<file path="src/rtl/rf_writeback_arbiter_pkg.sv">
// Shared register-file constants and the writeback request record.
package rf_writeback_arbiter_pkg;
  localparam int REG_ADDR_W = 5;
  localparam int REG_DATA_W = 32;
  localparam int NUM_REGS   = 32;
  localparam logic [REG_ADDR_W-1:0] ZERO_REG = '0;

  typedef struct packed {
    logic                  valid;
    logic [REG_ADDR_W-1:0] rd;
    logic [REG_DATA_W-1:0] data;
  } wb_req_t;
endpackage

</file>
<file path="src/rtl/rr_arbiter.sv">
// Round-robin one-hot grant; search starts at ptr and wraps, ptr moves past each winner.
module rr_arbiter #(
  parameter int N = 3
) (
  input  logic         clk,
  input  logic         reset,
  input  logic [N-1:0] req,
  output logic [N-1:0] grant
);
  localparam int PW = (N > 1) ? $clog2(N) : 1;

  logic [PW-1:0] ptr, ptr_nxt;
  logic          found;

  // First pass covers ptr..N-1, second pass wraps to 0..ptr-1.
  always_comb begin
    grant   = '0;
    ptr_nxt = ptr;
    found   = 1'b0;
    for (int i = 0; i < N; i++) begin
      if (!found && req[i] && (i >= int'(ptr))) begin
        found    = 1'b1;
        grant[i] = 1'b1;
        ptr_nxt  = PW'((i + 1) % N);
      end
    end
    for (int i = 0; i < N; i++) begin
      if (!found && req[i]) begin
        found    = 1'b1;
        grant[i] = 1'b1;
        ptr_nxt  = PW'((i + 1) % N);
      end
    end
    if (reset) grant = '0;
  end

  always_ff @(posedge clk) begin
    if (reset) ptr <= '0;
    else       ptr <= ptr_nxt;
  end
endmodule

</file>
<file path="src/rtl/rf_writeback_arbiter.sv">
// Arbitrates writeback sources onto the single RF write port through one stage
// register, and flags read ports that must bypass the not-yet-committed write.
module rf_writeback_arbiter
  import rf_writeback_arbiter_pkg::*;
#(
  parameter int NUM_REQ = 3,
  parameter int DATA_W  = 32,
  parameter int ADDR_W  = 5
) (
  input  logic                      clk,
  input  logic                      reset,
  input  logic [NUM_REQ-1:0]        req_valid,
  input  logic [NUM_REQ*ADDR_W-1:0] req_rd,
  input  logic [NUM_REQ*DATA_W-1:0] req_data,
  output logic [NUM_REQ-1:0]        req_ready,
  output logic                      rf_write,
  output logic [ADDR_W-1:0]         rf_rd,
  output logic [DATA_W-1:0]         rf_data_in,
  input  logic [ADDR_W-1:0]         rs,
  input  logic [ADDR_W-1:0]         rt,
  output logic                      byp0_hit,
  output logic                      byp1_hit,
  output logic [DATA_W-1:0]         byp_data
);
  logic [NUM_REQ-1:0] grant;
  logic [ADDR_W-1:0]  sel_rd;
  logic [DATA_W-1:0]  sel_data;
  logic               stage_valid;
  logic [ADDR_W-1:0]  stage_rd;
  logic [DATA_W-1:0]  stage_data;

  rr_arbiter #(.N(NUM_REQ)) u_arb (
    .clk   (clk),
    .reset (reset),
    .req   (req_valid),
    .grant (grant)
  );

  assign req_ready = grant;

  // Grant is one-hot, so an OR-reduction acts as the data mux.
  always_comb begin
    sel_rd   = '0;
    sel_data = '0;
    for (int i = 0; i < NUM_REQ; i++) begin
      if (grant[i]) begin
        sel_rd   = sel_rd   | req_rd[i*ADDR_W +: ADDR_W];
        sel_data = sel_data | req_data[i*DATA_W +: DATA_W];
      end
    end
  end

  always_ff @(posedge clk) begin
    if (reset) begin
      stage_valid <= 1'b0;
      stage_rd    <= '0;
      stage_data  <= '0;
    end else begin
      stage_valid <= |grant;
      if (|grant) begin
        stage_rd   <= sel_rd;
        stage_data <= sel_data;
      end
    end
  end

  // Writes to the zero register are consumed but never reach the RF.
  assign rf_write   = stage_valid && (stage_rd != ADDR_W'(ZERO_REG));
  assign rf_rd      = stage_rd;
  assign rf_data_in = stage_data;
  assign byp0_hit   = rf_write && (stage_rd == rs);
  assign byp1_hit   = rf_write && (stage_rd == rt);
  assign byp_data   = stage_data;
endmodule

</file>
<file path="config.mk">
export PLATFORM = sky130hd
export DESIGN_NAME = rf_writeback_arbiter
export DESIGN_NICKNAME = d
export VERILOG_FILES = /design/src/rtl/rf_writeback_arbiter_pkg.sv /design/src/rtl/rr_arbiter.sv /design/src/rtl/rf_writeback_arbiter.sv
export SDC_FILE = /design/constraint.sdc
export NUM_CORES = 1
export LEC_CHECK = 0
export CAP_MARGIN = 20
export CORE_MARGIN = 1.5
export CORE_UTILIZATION = 28
export DETAILED_ROUTE_END_ITERATION = 16
export HOLD_SLACK_MARGIN = 0.12
export PLACE_DENSITY = 0.77
export SLEW_MARGIN = 15
export SYNTH_ARGS = -nofsm -noshare
export SYNTH_HDL_FRONTEND = slang
export SYNTH_SLANG_ARGS = --single-unit
</file>
<file path="constraint.sdc">
create_clock -name clk -period 1.85 [get_ports clk]
set_clock_uncertainty 0.1 [all_clocks]
set_input_delay 0.37 -clock clk [delete_from_list [all_inputs] [get_ports clk]]
set_output_delay 0.37 -clock clk [all_outputs]
set_load 0.02 [all_outputs]
</file>
---- Word level (Yosys, flattened, before mapping) ----
Cells that the tools add are included.
storage, ports and cells
  bits of input ports ..................... 126
  word-level logic and storage cells ...... 58
  output and inout bits ................... 75
  flip-flop bits (word level) ............. 40
cells by class
  reductions and logical operators ........ 22
  equality and inequality tests ........... 2
  magnitude comparators ................... 3
  bitwise gates (word level) .............. 4
  muxes and demuxes ....................... 22
operator list
  cell                                                                   count
  32-bit 2-to-1 mux                                                      3
  32-bit bitwise OR                                                      2
  5-bit 2-to-1 mux                                                       3
  1-bit logical AND                                                      11
  5-bit equality test                                                    2
  1-bit 2-to-1 mux                                                       10
  2-bit 2-to-1 mux                                                       5
  5-bit bitwise OR                                                       2
  5-bit nonzero test                                                     2
  3-bit OR reduction                                                     2
  1-bit logical NOT                                                      5
  1-bit by 2-bit >= comparator with 1-bit output (first input constant)  2
  4-bit nonzero test                                                     1
  3-bit 2-to-1 mux                                                       1
  2-bit >= comparator (first input constant)                             1
  2-bit OR reduction                                                     1

---- Longest topological paths before layout ----
Gate-level depths: netlist of the first run.
  word-level depth ........................ 26
  mapped depth ............................ 7
  depth with buffers taken out ............ 4

---- By module ----
From an unflattened synthesis of the first run, not the netlist that was laid out.
unflattened totals
  cells, all modules ...................... 247
  area total of the unflattened synthesis .. 2267.2 um^2
by module, submodules not included
  module                seq. area each (um^2)  area each (um^2)  cells each  times used
  rf_writeback_arbiter  760.7                  2063.2            224         1
  rr_arbiter            40.0                   203.9             23          1

---- Worst setup path before layout of the first run ----
OpenSTA, ideal clock, no wires.
  path kind ............................... register -> output
  start ................................... register stage_rd[0] (netlist: rf_rd[0])
  end ..................................... output byp0_hit
  required time ........................... 1.380 ns
  cell stages (with the launch flop) ...... 4
  path buffers ............................ 0
  path slack .............................. -0.121 ns
  arrival time ............................ 1.501 ns
  cells stage by stage .................... dfxtp_1 > or4_1 > o21ai_0 > nor4_1
on the way
  longest elaborated chain between the ends .. 3
  elaborated cells between the ends (all ways) .. 4
  classes of those cells .................. eq/ne: 1; reduce/logical: 3
ends and longest elaborated chain
  item                    line                        text
  start, declared         rf_writeback_arbiter.sv:29  logic [ADDR_W-1:0] stage_rd;
  start signal, assigned  rf_writeback_arbiter.sv:61  stage_rd <= sel_rd;
  5-bit nonzero test      rf_writeback_arbiter.sv:68  assign rf_write = stage_valid && (stage_rd != ADDR_W'(ZERO_REG));
  1-bit logical AND       rf_writeback_arbiter.sv:68
  1-bit logical AND (*)   rf_writeback_arbiter.sv:71  assign byp0_hit = rf_write && (stage_rd == rs);
  end, declared           rf_writeback_arbiter.sv:21  output logic byp0_hit,
Mark *: on every way between the ends. The rest lies on a longest branch, timed or not.

---- Worst setup path in the final report of the first run ----
  start ................................... register stage_rd[3] (netlist: rf_rd[3])
  end ..................................... output byp1_hit
on the way
  longest elaborated chain between the ends .. 3
  elaborated cells between the ends (all ways) .. 4
  classes of those cells .................. eq/ne: 1; reduce/logical: 3
ends and longest elaborated chain
  item                   line                        text
  5-bit nonzero test     rf_writeback_arbiter.sv:68
  1-bit logical AND      rf_writeback_arbiter.sv:68
  1-bit logical AND (*)  rf_writeback_arbiter.sv:72  assign byp1_hit = rf_write && (stage_rd == rt);
  end, declared          rf_writeback_arbiter.sv:22  output logic byp1_hit,
Marks and branches as above.

==> summary.txt, run 1 <==
Synthesis
  – Synthesized Nets: around 380
  – Synth area leaders: dfxtp_1, a222oi_1, buf_4, a21oi_1, o21ai_0
  – Post-synth cell types: 25
  – Top-area cell type share of the netlist area: 0.366
  – Post-synthesis sequential area ratio: 0.366
  – Top post-synthesis cells by count: a21oi_1, dfxtp_1, o21ai_0
  – Ys flop type: dfxtp_1
  – Synth area leader: dfxtp_1
  – Post-synth EDFFs: 0
  – Ys async rst share: 0
  – #FFs+latches synth: 40
  – Most numerous cell in the Yosys netlist: a21oi_1
  – Synth Warn #: 0
  – Post-Syn Area: around 2200 sq um
  – Syn Area/Cell: 8.75 sq um
  – Instance count of the mapped netlist: 250

Floorplan
  – Die Y: between 90 and 100 um
  – Die X: slightly above 90 um
  – # IOs: 201
  – Core Area: between 7000 and 8000 sq um
  – Initial core utilization: 0.286
  – Die ar.: approximately 8400 sq um
  – # rows: 32

CTS
  – CTS H-tree depth: 2
  – Worst-path clk slew: 0.08 ns
  – CTS Buf Count: 5
  – Hold Buf Count CTS: 0
  – CTS tree: done
  – Clock sinks: 40
  – Clock root buffer master: clkbuf_8
  – Later-pin clock latency in the skew report: around 0.29 ns
  – Clock Tree Buf Depth: 2

Global route
  – Initial antenna violation count: 0
  – First-pass GRT wire length: 13,300 um
  – Largest net degree at the start of global routing: 43
  – Vias in the first global route: 2,720
  – Overflow after GRT: 0
  – GRT Util Overall: 0.200

Worst setup path
  – Startpoint Class: flip-flop
  – Critical Path RT: around 1.4 ns
  – Worst flop-to-flop path startpoint: u_arb.ptr[1]
  – Crit path max fanout: 3
  – Setup crit end kind: output pin
  – Crit Path Category: reg2out
  – Worst setup path startpoint: rf_rd[3]
  – Crit path DAT: about 1.6 ns
  – Internal reg-to-reg setup slack: roughly 0.010 ns

Placed design
  – Pre-CTS WS: -0.627 ns
  – Post-DP HPWL: 6600 um
  – Routability cong.: a little under 0.9
  – PortBufs: 200
  – Post-Place Cells: ~510

STA
  – RSZ-0062 raised after global routing: true
  – Rel. slew slack: 0.740
  – Count of final hold-check violations: 0
  – Post-route minimum period: slightly above 2 ns
  – Fin crit share: 1.10
  – # setup viols final: 6
  – WHS: ~0.33 ns
  – Least-Margin Pin Slew: between 0.3 and 0.4 ns
  – Fmax: 493 MHz
  – Setup ws final: -0.179 ns
  – Max Slew Vio Count: 0
  – Setup TNS: -0.560 ns

Detailed routing
  – DRT antenna net count: 0
  – Via count: roughly 2.7k
  – Drt wl/cell: approximately 17 um
  – DRT Pass-1 Iters: 6
  – Via/cell ratio: between 5 and 6
  – Drt drc: 0
  – Final WL: a little under 9000 um
  – Number of DRC markers in iteration 0: 155

Flow run
  – # Max-Cap Violations: 0

Pwr
  – Total power: ~2.5 mW
  – Maximum resistive drop on vdd: around 0.35 mV
  – P_leak: between 1.5 and 2 nW
  – PwrDens: slightly below 600 nW/um^2

Layout
  – NumNets Final: between 500 and 600
  – # diodes: 0
  – Layout cell share with drive strength beyond 1: 0.112
  – Area delta synth->final: 96.5%
  – Post-route insts no fill: between 500 and 600

Status
  – Violated checks: negative setup slack
  – Outcome: finished with violations

Min path
  – Hold crit path type: in2reg
  – Hold Startpoint: reset
-- cells by family (layout without fill, tap and decap cells) --
group	count (synthesis)	in the layout	share of synthesized area
XOR/XNOR	10	10	0.0400
AO/OA/AOI/OAI	121	121	0.372
AND/OR/NAND/NOR	19	19	0.0452
flip-flops	40	40	0.366
buffers and inverters	60	231	0.176
-- metrics by stage --
step           cell area [sq um]   util
2_1_floorplan               2190      -
3_3_place_gp                4120  0.538
3_5_place_dp                4120  0.538
4_1_cts                     4170  0.546
5_1_grt                     4300  0.562
6_report                    4300  0.562
-- routing by layer --
| layer | track usage | wire length (um) | part of all wire | up-vias |
|---|---|---|---|---|
| met5 | 0 | 0 | 0 | - |
| met4 | 0.0573 | 142 | 0.016 | 0 |
| met3 | 0.0553 | 739 | 0.083 | 12 |
| met2 | 0.361 | 4570 | 0.51 | 148 |
| met1 | 0.228 | 3430 | 0.39 | 1273 |
| li1 | - | - | - | 1288 |
-- timing repair --
action | CTS | global route
pin swaps | 4 | 8
endpoints found under the setup margin | 45 | 46
resized for setup | 41 | 23
buffers inserted | 0 | 2
cloned | 0 | 1
-- worst max-delay path, stage by stage, from the launching register on --
cell     delay (ns)
dfxtp_2        0.32
or4_4          0.54
o21ai_4        0.17
nor4_1         0.08
buf_2          0.16
-- cell usage in the layout (no fill, tap or decap), drive strengths merged --
| cell type | instances |
|---|---|
| clkdlybuf4s50 | 185 |
| a21oi | 41 |
| dfxtp | 40 |
| o21ai | 38 |
| a222oi | 37 |
| buf | 27 |
| clkbuf | 7 |
| xnor2 | 6 |
| nor2 | 5 |
| xor2 | 4 |
| dlygate4sd2 | 4 |
| dlymetal6s2s | 4 |
| nand2 | 3 |
| nand2b | 2 |
| nand3 | 2 |
| inv | 2 |
| nor2b | 2 |
| nor4 | 2 |
| o2111a | 1 |
| nor3b | 1 |
| o311a | 1 |
| o221a | 1 |
| or4 | 1 |
| o31a | 1 |
| and2 | 1 |
| a211oi | 1 |
| clkinv | 1 |
| clkdlybuf4s15 | 1 |
-- power by group --
part           total, mW  internal [mW]  switching [mW]
Clock              0.540          0.256           0.284
Combinational       1.01          0.579           0.434
Sequential         0.987          0.929          0.0585
-- worst paths after layout --
check            endpoint  cells after the start
min          u_arb.ptr[1]                      3
max reg2reg  byp_data[13]                      6
max              byp1_hit                      4
min reg2reg  u_arb.ptr[0]                      1
-- final cells by class --
type                            instances  area, sq um
Sequential cell                        40          807
Multi-Input combinational cell        150         1060
Timing Repair Buffer                  222         2220
Tap cell                              102          128
Clock inverter                          1         5.00
Clock buffer                            6         72.6
Fill cell                             661         3350
Inverter                                2         7.51
-- state kept, by name, summed over array words and instances, names as in the netlist --
signal,count
byp_data,32
rf_rd,5
u_arb.ptr,2
stage_valid,1
(Power assumes the default switching activity.)
==> inputs of run 2 (changes only) <==
- CELL_PAD_IN_SITES_DETAIL_PLACEMENT: default -> 1
- CELL_PAD_IN_SITES_GLOBAL_PLACEMENT: default -> 2
- CORE_UTILIZATION: 28 -> 14
- PLACE_DENSITY: 0.77 -> default
- PLACE_DENSITY_LB_ADDON: default -> 0.1
==> summary.txt, run 2 (synthesis gave the netlist of run 1 again) <==
Floorplan
  – Die ar.: between 15,000 and 20,000 sq um
  – Initial core utilization: 0.144
  – # rows: 45
  – Core Area: between 15,000 and 20,000 sq um
  – # IOs: about 200
  – Die Y: roughly 130 um
  – Die X: about 130 um

Detailed routing
  – DRT antenna net count: 0
  – DRT Pass-1 Iters: 6
  – Drt wl/cell: 19.2 um
  – Final WL: ~12,000 um
  – Number of DRC markers in iteration 0: approximately 150
  – Drt drc: 0
  – Via count: between 2k and 3k
  – Via/cell ratio: roughly 4.5

CTS
  – Clock root buffer master: clkbuf_16
  – Worst-path clk slew: approximately 0.060 ns
  – CTS H-tree depth: 2
  – Clock Tree Buf Depth: 2
  – CTS tree: done
  – CTS Buf Count: 5
  – Hold Buf Count CTS: 0
  – Clock sinks: 40
  – Later-pin clock latency in the skew report: 0.29 ns

Global route
  – Initial antenna violation count: 0
  – Overflow after GRT: 0
  – First-pass GRT wire length: about 16,000 um
  – GRT Util Overall: 0.132
  – Vias in the first global route: between 2k and 3k
  – Largest net degree at the start of global routing: 40

Layout
  – # fillers: approximately 1.7k
  – Final design utilization: 0.304
  – Most common cell after layout, fill and taps aside: clkdlybuf4s50_1
  – Max reg flops: 32
  – # diodes: 0
  – Layout cell share with drive strength beyond 1: 0.148
  – Most frequent cells in the layout: clkdlybuf4s50_1, a21oi_1, a222oi_1, o21ai_0, dfxtp_1
  – Design area: 4630 sq um
  – NumNets Final: between 500 and 600
  – Post-route insts no fill: between 600 and 700
  – Area delta synth->final: 111%

STA
  – Rel. slew slack: 0.730
  – Least-Margin Pin Slew: between 0.4 and 0.5 ns
  – Fmax: 491 MHz
  – Max Slew Vio Count: 0
  – RSZ-0062 raised after global routing: true
  – Post-route minimum period: ~2 ns
  – WHS: ~0.42 ns
  – Setup ws final: -0.189 ns
  – Setup TNS: -0.525 ns
  – Count of final hold-check violations: 0
  – # setup viols final: 3
  – Fin crit share: 1.10

Placed design
  – PortBufs: 200
  – Post-DP HPWL: around 8000 um
  – Post-Place Cells: 604
  – Pre-CTS WS: -0.664 ns
  – Post-DP Area: 4250 sq um
  – Routability cong.: about 0.76

Pwr
  – Gate power share: 0.362
  – Maximum resistive drop on vdd: between 0.2 and 0.3 mV
  – Int Pwr: roughly 2.1 mW
  – Share of power burned in registers: 0.330
  – Clock share of power: 0.308
  – Sw Ratio: 0.304
  – P_leak: roughly 1.7 nW
  – Total power: 2.99 mW
  – PwrDens: roughly 650 nW/um^2
  – Switch Pwr: ~910 uW

Flow run
  – # Max-Cap Violations: 0

Min path
  – Hold crit path type: in2reg

Worst setup path
  – Crit Path Category: reg2out
  – Startpoint Class: flip-flop
  – Critical Path RT: between 1 and 1.5 ns
  – Crit path DAT: 1.57 ns
  – Setup crit end kind: output pin
  – Crit path max fanout: 3

Status
  – Outcome: finished with violations
  – Violated checks: negative setup slack
[run 2: cell count changes in the layout (fill, tap and decap cells not counted), moves of 2 or more]
cell / before / now
buf_12: 3 / 8
buf_4: 15 / 19
clkdlybuf4s50_1: 185 / 183
buf_6: 5 / 7
clkbuf_16: 1 / 7
clkbuf_8: 5 / 1
buf_2: 4 / 1
clkbuf_2: 0 / 3
[run 2: cell type report]
type / count / area [sq um] / area share
clock buffers: 6 / 139 / 0.0300
clock inverters: 2 / 10.0 / 0.00216
inverters: 2 / 7.51 / 0.00162
multi-input cells: 150 / 1060 / 0.229
flip-flops and latches: 40 / 811 / 0.175
well taps: 188 / 235 / 0.0509
repair buffers: 231 / 2360 / 0.511
[run 2: power groups by stage]
| stage | registers [mW] | clock network, mW | logic (mW) |
|---|---|---|---|
| floorplan | 1.07 | 0 | 0.387 |
| global placement | 1.00 | 0 | 1.01 |
| detailed placement | 1.00 | 0 | 1.02 |
| CTS | 0.989 | 0.973 | 1.03 |
| global route | 0.998 | 1.00 | 1.16 |
| finish | 0.986 | 0.918 | 1.08 |
[run 2: repair_timing]
item / CTS / global route
cloned: 0 / 4
resized for setup: 53 / 32
setup buffers: 1 / 3
pin swaps: 6 / 11
hold endpoints to repair: 0 / 0
endpoints found under the setup margin: 46 / 34
[run 2: final timing paths]
path	from	end	slack (ns)	cells past startpoint
worst min-delay path	req_valid[0]	u_arb.ptr[1]	0.42	5
worst max-delay path	rf_rd[2]	byp0_hit	-0.19	4
worst min register to register	byp_data[25]	byp_data[25]	0.46	2
worst max register to register	u_arb.ptr[1]	byp_data[27]	0.06	7
[run 2: critical path, stage by stage (launching register included)]
cell and delay [ns]:
dfxtp_1 0.31, or4_4 0.55, o21ai_4 0.18, nor4_1 0.07, buf_2 0.16
[run 2: routing by layer]
layer,global-route usage,share of wire,wire (um)
met5,0,0,0
met4,0.0516,0.019,223
met3,0.0250,0.052,620
met2,0.235,0.51,6060
met1,0.157,0.42,5010
==> inputs of run 3 (changes only) <==
- HOLD_SLACK_MARGIN: 0.12 -> 0.03
- SETUP_SLACK_MARGIN: default -> 0.1
==> summary.txt, run 3 (synthesis gave the netlist of run 1 again) <==
STA
  – Setup ws final: -0.182 ns
  – Fin crit share: 1.10
  – # setup viols final: 3
  – Rel. slew slack: 0.747
  – Max Slew Vio Count: 0
  – Fmax: ~490 MHz
  – RSZ-0062 raised after global routing: true
  – Post-route minimum period: about 2 ns
  – WHS: between 0.4 and 0.5 ns
  – Setup TNS: -0.515 ns
  – Least-Margin Pin Slew: 0.380 ns
  – Count of final hold-check violations: 0

Detailed routing
  – Final WL: between 10,000 and 15,000 um
  – Number of DRC markers in iteration 0: just under 200
  – Drt wl/cell: between 15 and 20 um
  – DRT Pass-1 Iters: 7
  – DRT antenna net count: 0
  – Via count: around 2.8k
  – Via/cell ratio: about 4.4
  – Drt drc: 0

Min path
  – Hold crit path type: in2reg

Worst setup path
  – Crit path max fanout: 3
  – Internal reg-to-reg setup slack: roughly 0.040 ns
  – Setup crit end kind: output pin
  – Critical Path RT: roughly 1.4 ns
  – Startpoint Class: flip-flop
  – Crit Path Category: reg2out
  – Crit path DAT: approximately 1.6 ns

CTS
  – Clock Tree Buf Depth: 2
  – CTS tree: done
  – Clock sinks: 40
  – Clock root buffer master: clkbuf_16
  – Later-pin clock latency in the skew report: ~0.29 ns
  – CTS H-tree depth: 2
  – Worst-path clk slew: around 0.060 ns
  – CTS Buf Count: 5

Layout
  – Most common cell after layout, fill and taps aside: clkdlybuf4s50_1
  – Max reg flops: 32
  – # fillers: roughly 1.7k
  – Post-route insts no fill: about 620
  – NumNets Final: 560
  – Register area: between 800 and 900 sq um
  – Layout cell share with drive strength beyond 1: 0.152
  – Multi-input logic area: ~1100 sq um
  – Area delta synth->final: 115%
  – # diodes: 0
  – Most frequent cells in the layout: clkdlybuf4s50_1, dlygate4sd2_1, a21oi_1

Pwr
  – P_leak: approximately 2.1 nW
  – Maximum resistive drop on vdd: around 0.3 mV
  – Total power: 2.94 mW
  – PwrDens: ~630 nW/um^2

Global route
  – Overflow after GRT: 0
  – GRT Util Overall: 0.134
  – Vias in the first global route: roughly 3.0k
  – First-pass GRT wire length: 16,700 um
  – Largest net degree at the start of global routing: 39
  – Initial antenna violation count: 0

Placed design
  – PortBufs: 200
  – Post-DP HPWL: 8120 um
  – Post-Place Cells: around 600
  – Pre-CTS WS: -0.637 ns
  – Routability cong.: 0.709

Floorplan
  – # rows: 45
  – Initial core utilization: 0.144
  – Core Area: roughly 15,000 sq um
  – Die Y: 128 um
  – Die ar.: roughly 16,000 sq um
  – Die X: 128 um
  – # IOs: approximately 200

Status
  – Outcome: finished with violations
  – Violated checks: negative setup slack

Flow run
  – # Max-Cap Violations: 0
==> run 3: worst max-delay path, cell delays in order, from the launching register on <==
cell	delay, ns
dfxtp_2	0.32
or4_4	0.54
o21ai_4	0.18
nor4_2	0.07
buf_4	0.16
==> run 3: what timing repair did <==
| item | CTS | global route |
|---|---|---|
| resized for setup | 121 | 24 |
| cloned | 1 | 0 |
| hold buffers | 0 | 0 |
| pin swaps | 19 | 42 |
| hold endpoints to repair | 0 | 0 |
| setup endpoints to repair | 98 | 60 |
| setup buffers | 4 | 2 |
==> run 3: path summary, 6_finish.rpt <==
kind	start	to	cells past startpoint
max	rf_rd[1]	byp0_hit	4
min	reset	u_arb.ptr[1]	3
max reg2reg	u_arb.ptr[1]	rf_rd[2]	6
min reg2reg	byp_data[29]	byp_data[29]	2
==> run 3: final cells by class <==
type / count / area share
clock buffer: 8 / 0.0312
multi-input combinational: 150 / 0.231
timing repair buffer: 235 / 0.513
sequential: 40 / 0.173
tap: 188 / 0.0501
inverter: 2 / 0.00160
==> run 3: through the flow <==
| stage | utilization | instance area, sq um |
|---|---|---|
| global route | 0.309 | 4700 |
| finish | 0.309 | 4700 |
| CTS | 0.304 | 4620 |
| detailed placement | 0.285 | 4340 |
| floorplan | - | 2200 |
| global placement | 0.285 | 4340 |
==> run 3: power breakdown <==
group / total [mW] / switching (mW) / internal [mW]
logic: 1.04 / 0.458 / 0.580
registers: 0.988 / 0.0590 / 0.929
clock network: 0.912 / 0.372 / 0.539
==> run 3: per-layer routing <==
metal,GRT usage,up-vias,wire length (um)
li1,-,1310,-
met1,0.156,1331,4660
met2,0.235,115,5600
met3,0.0317,10,726
met4,0.0549,0,183
met5,0,-,0
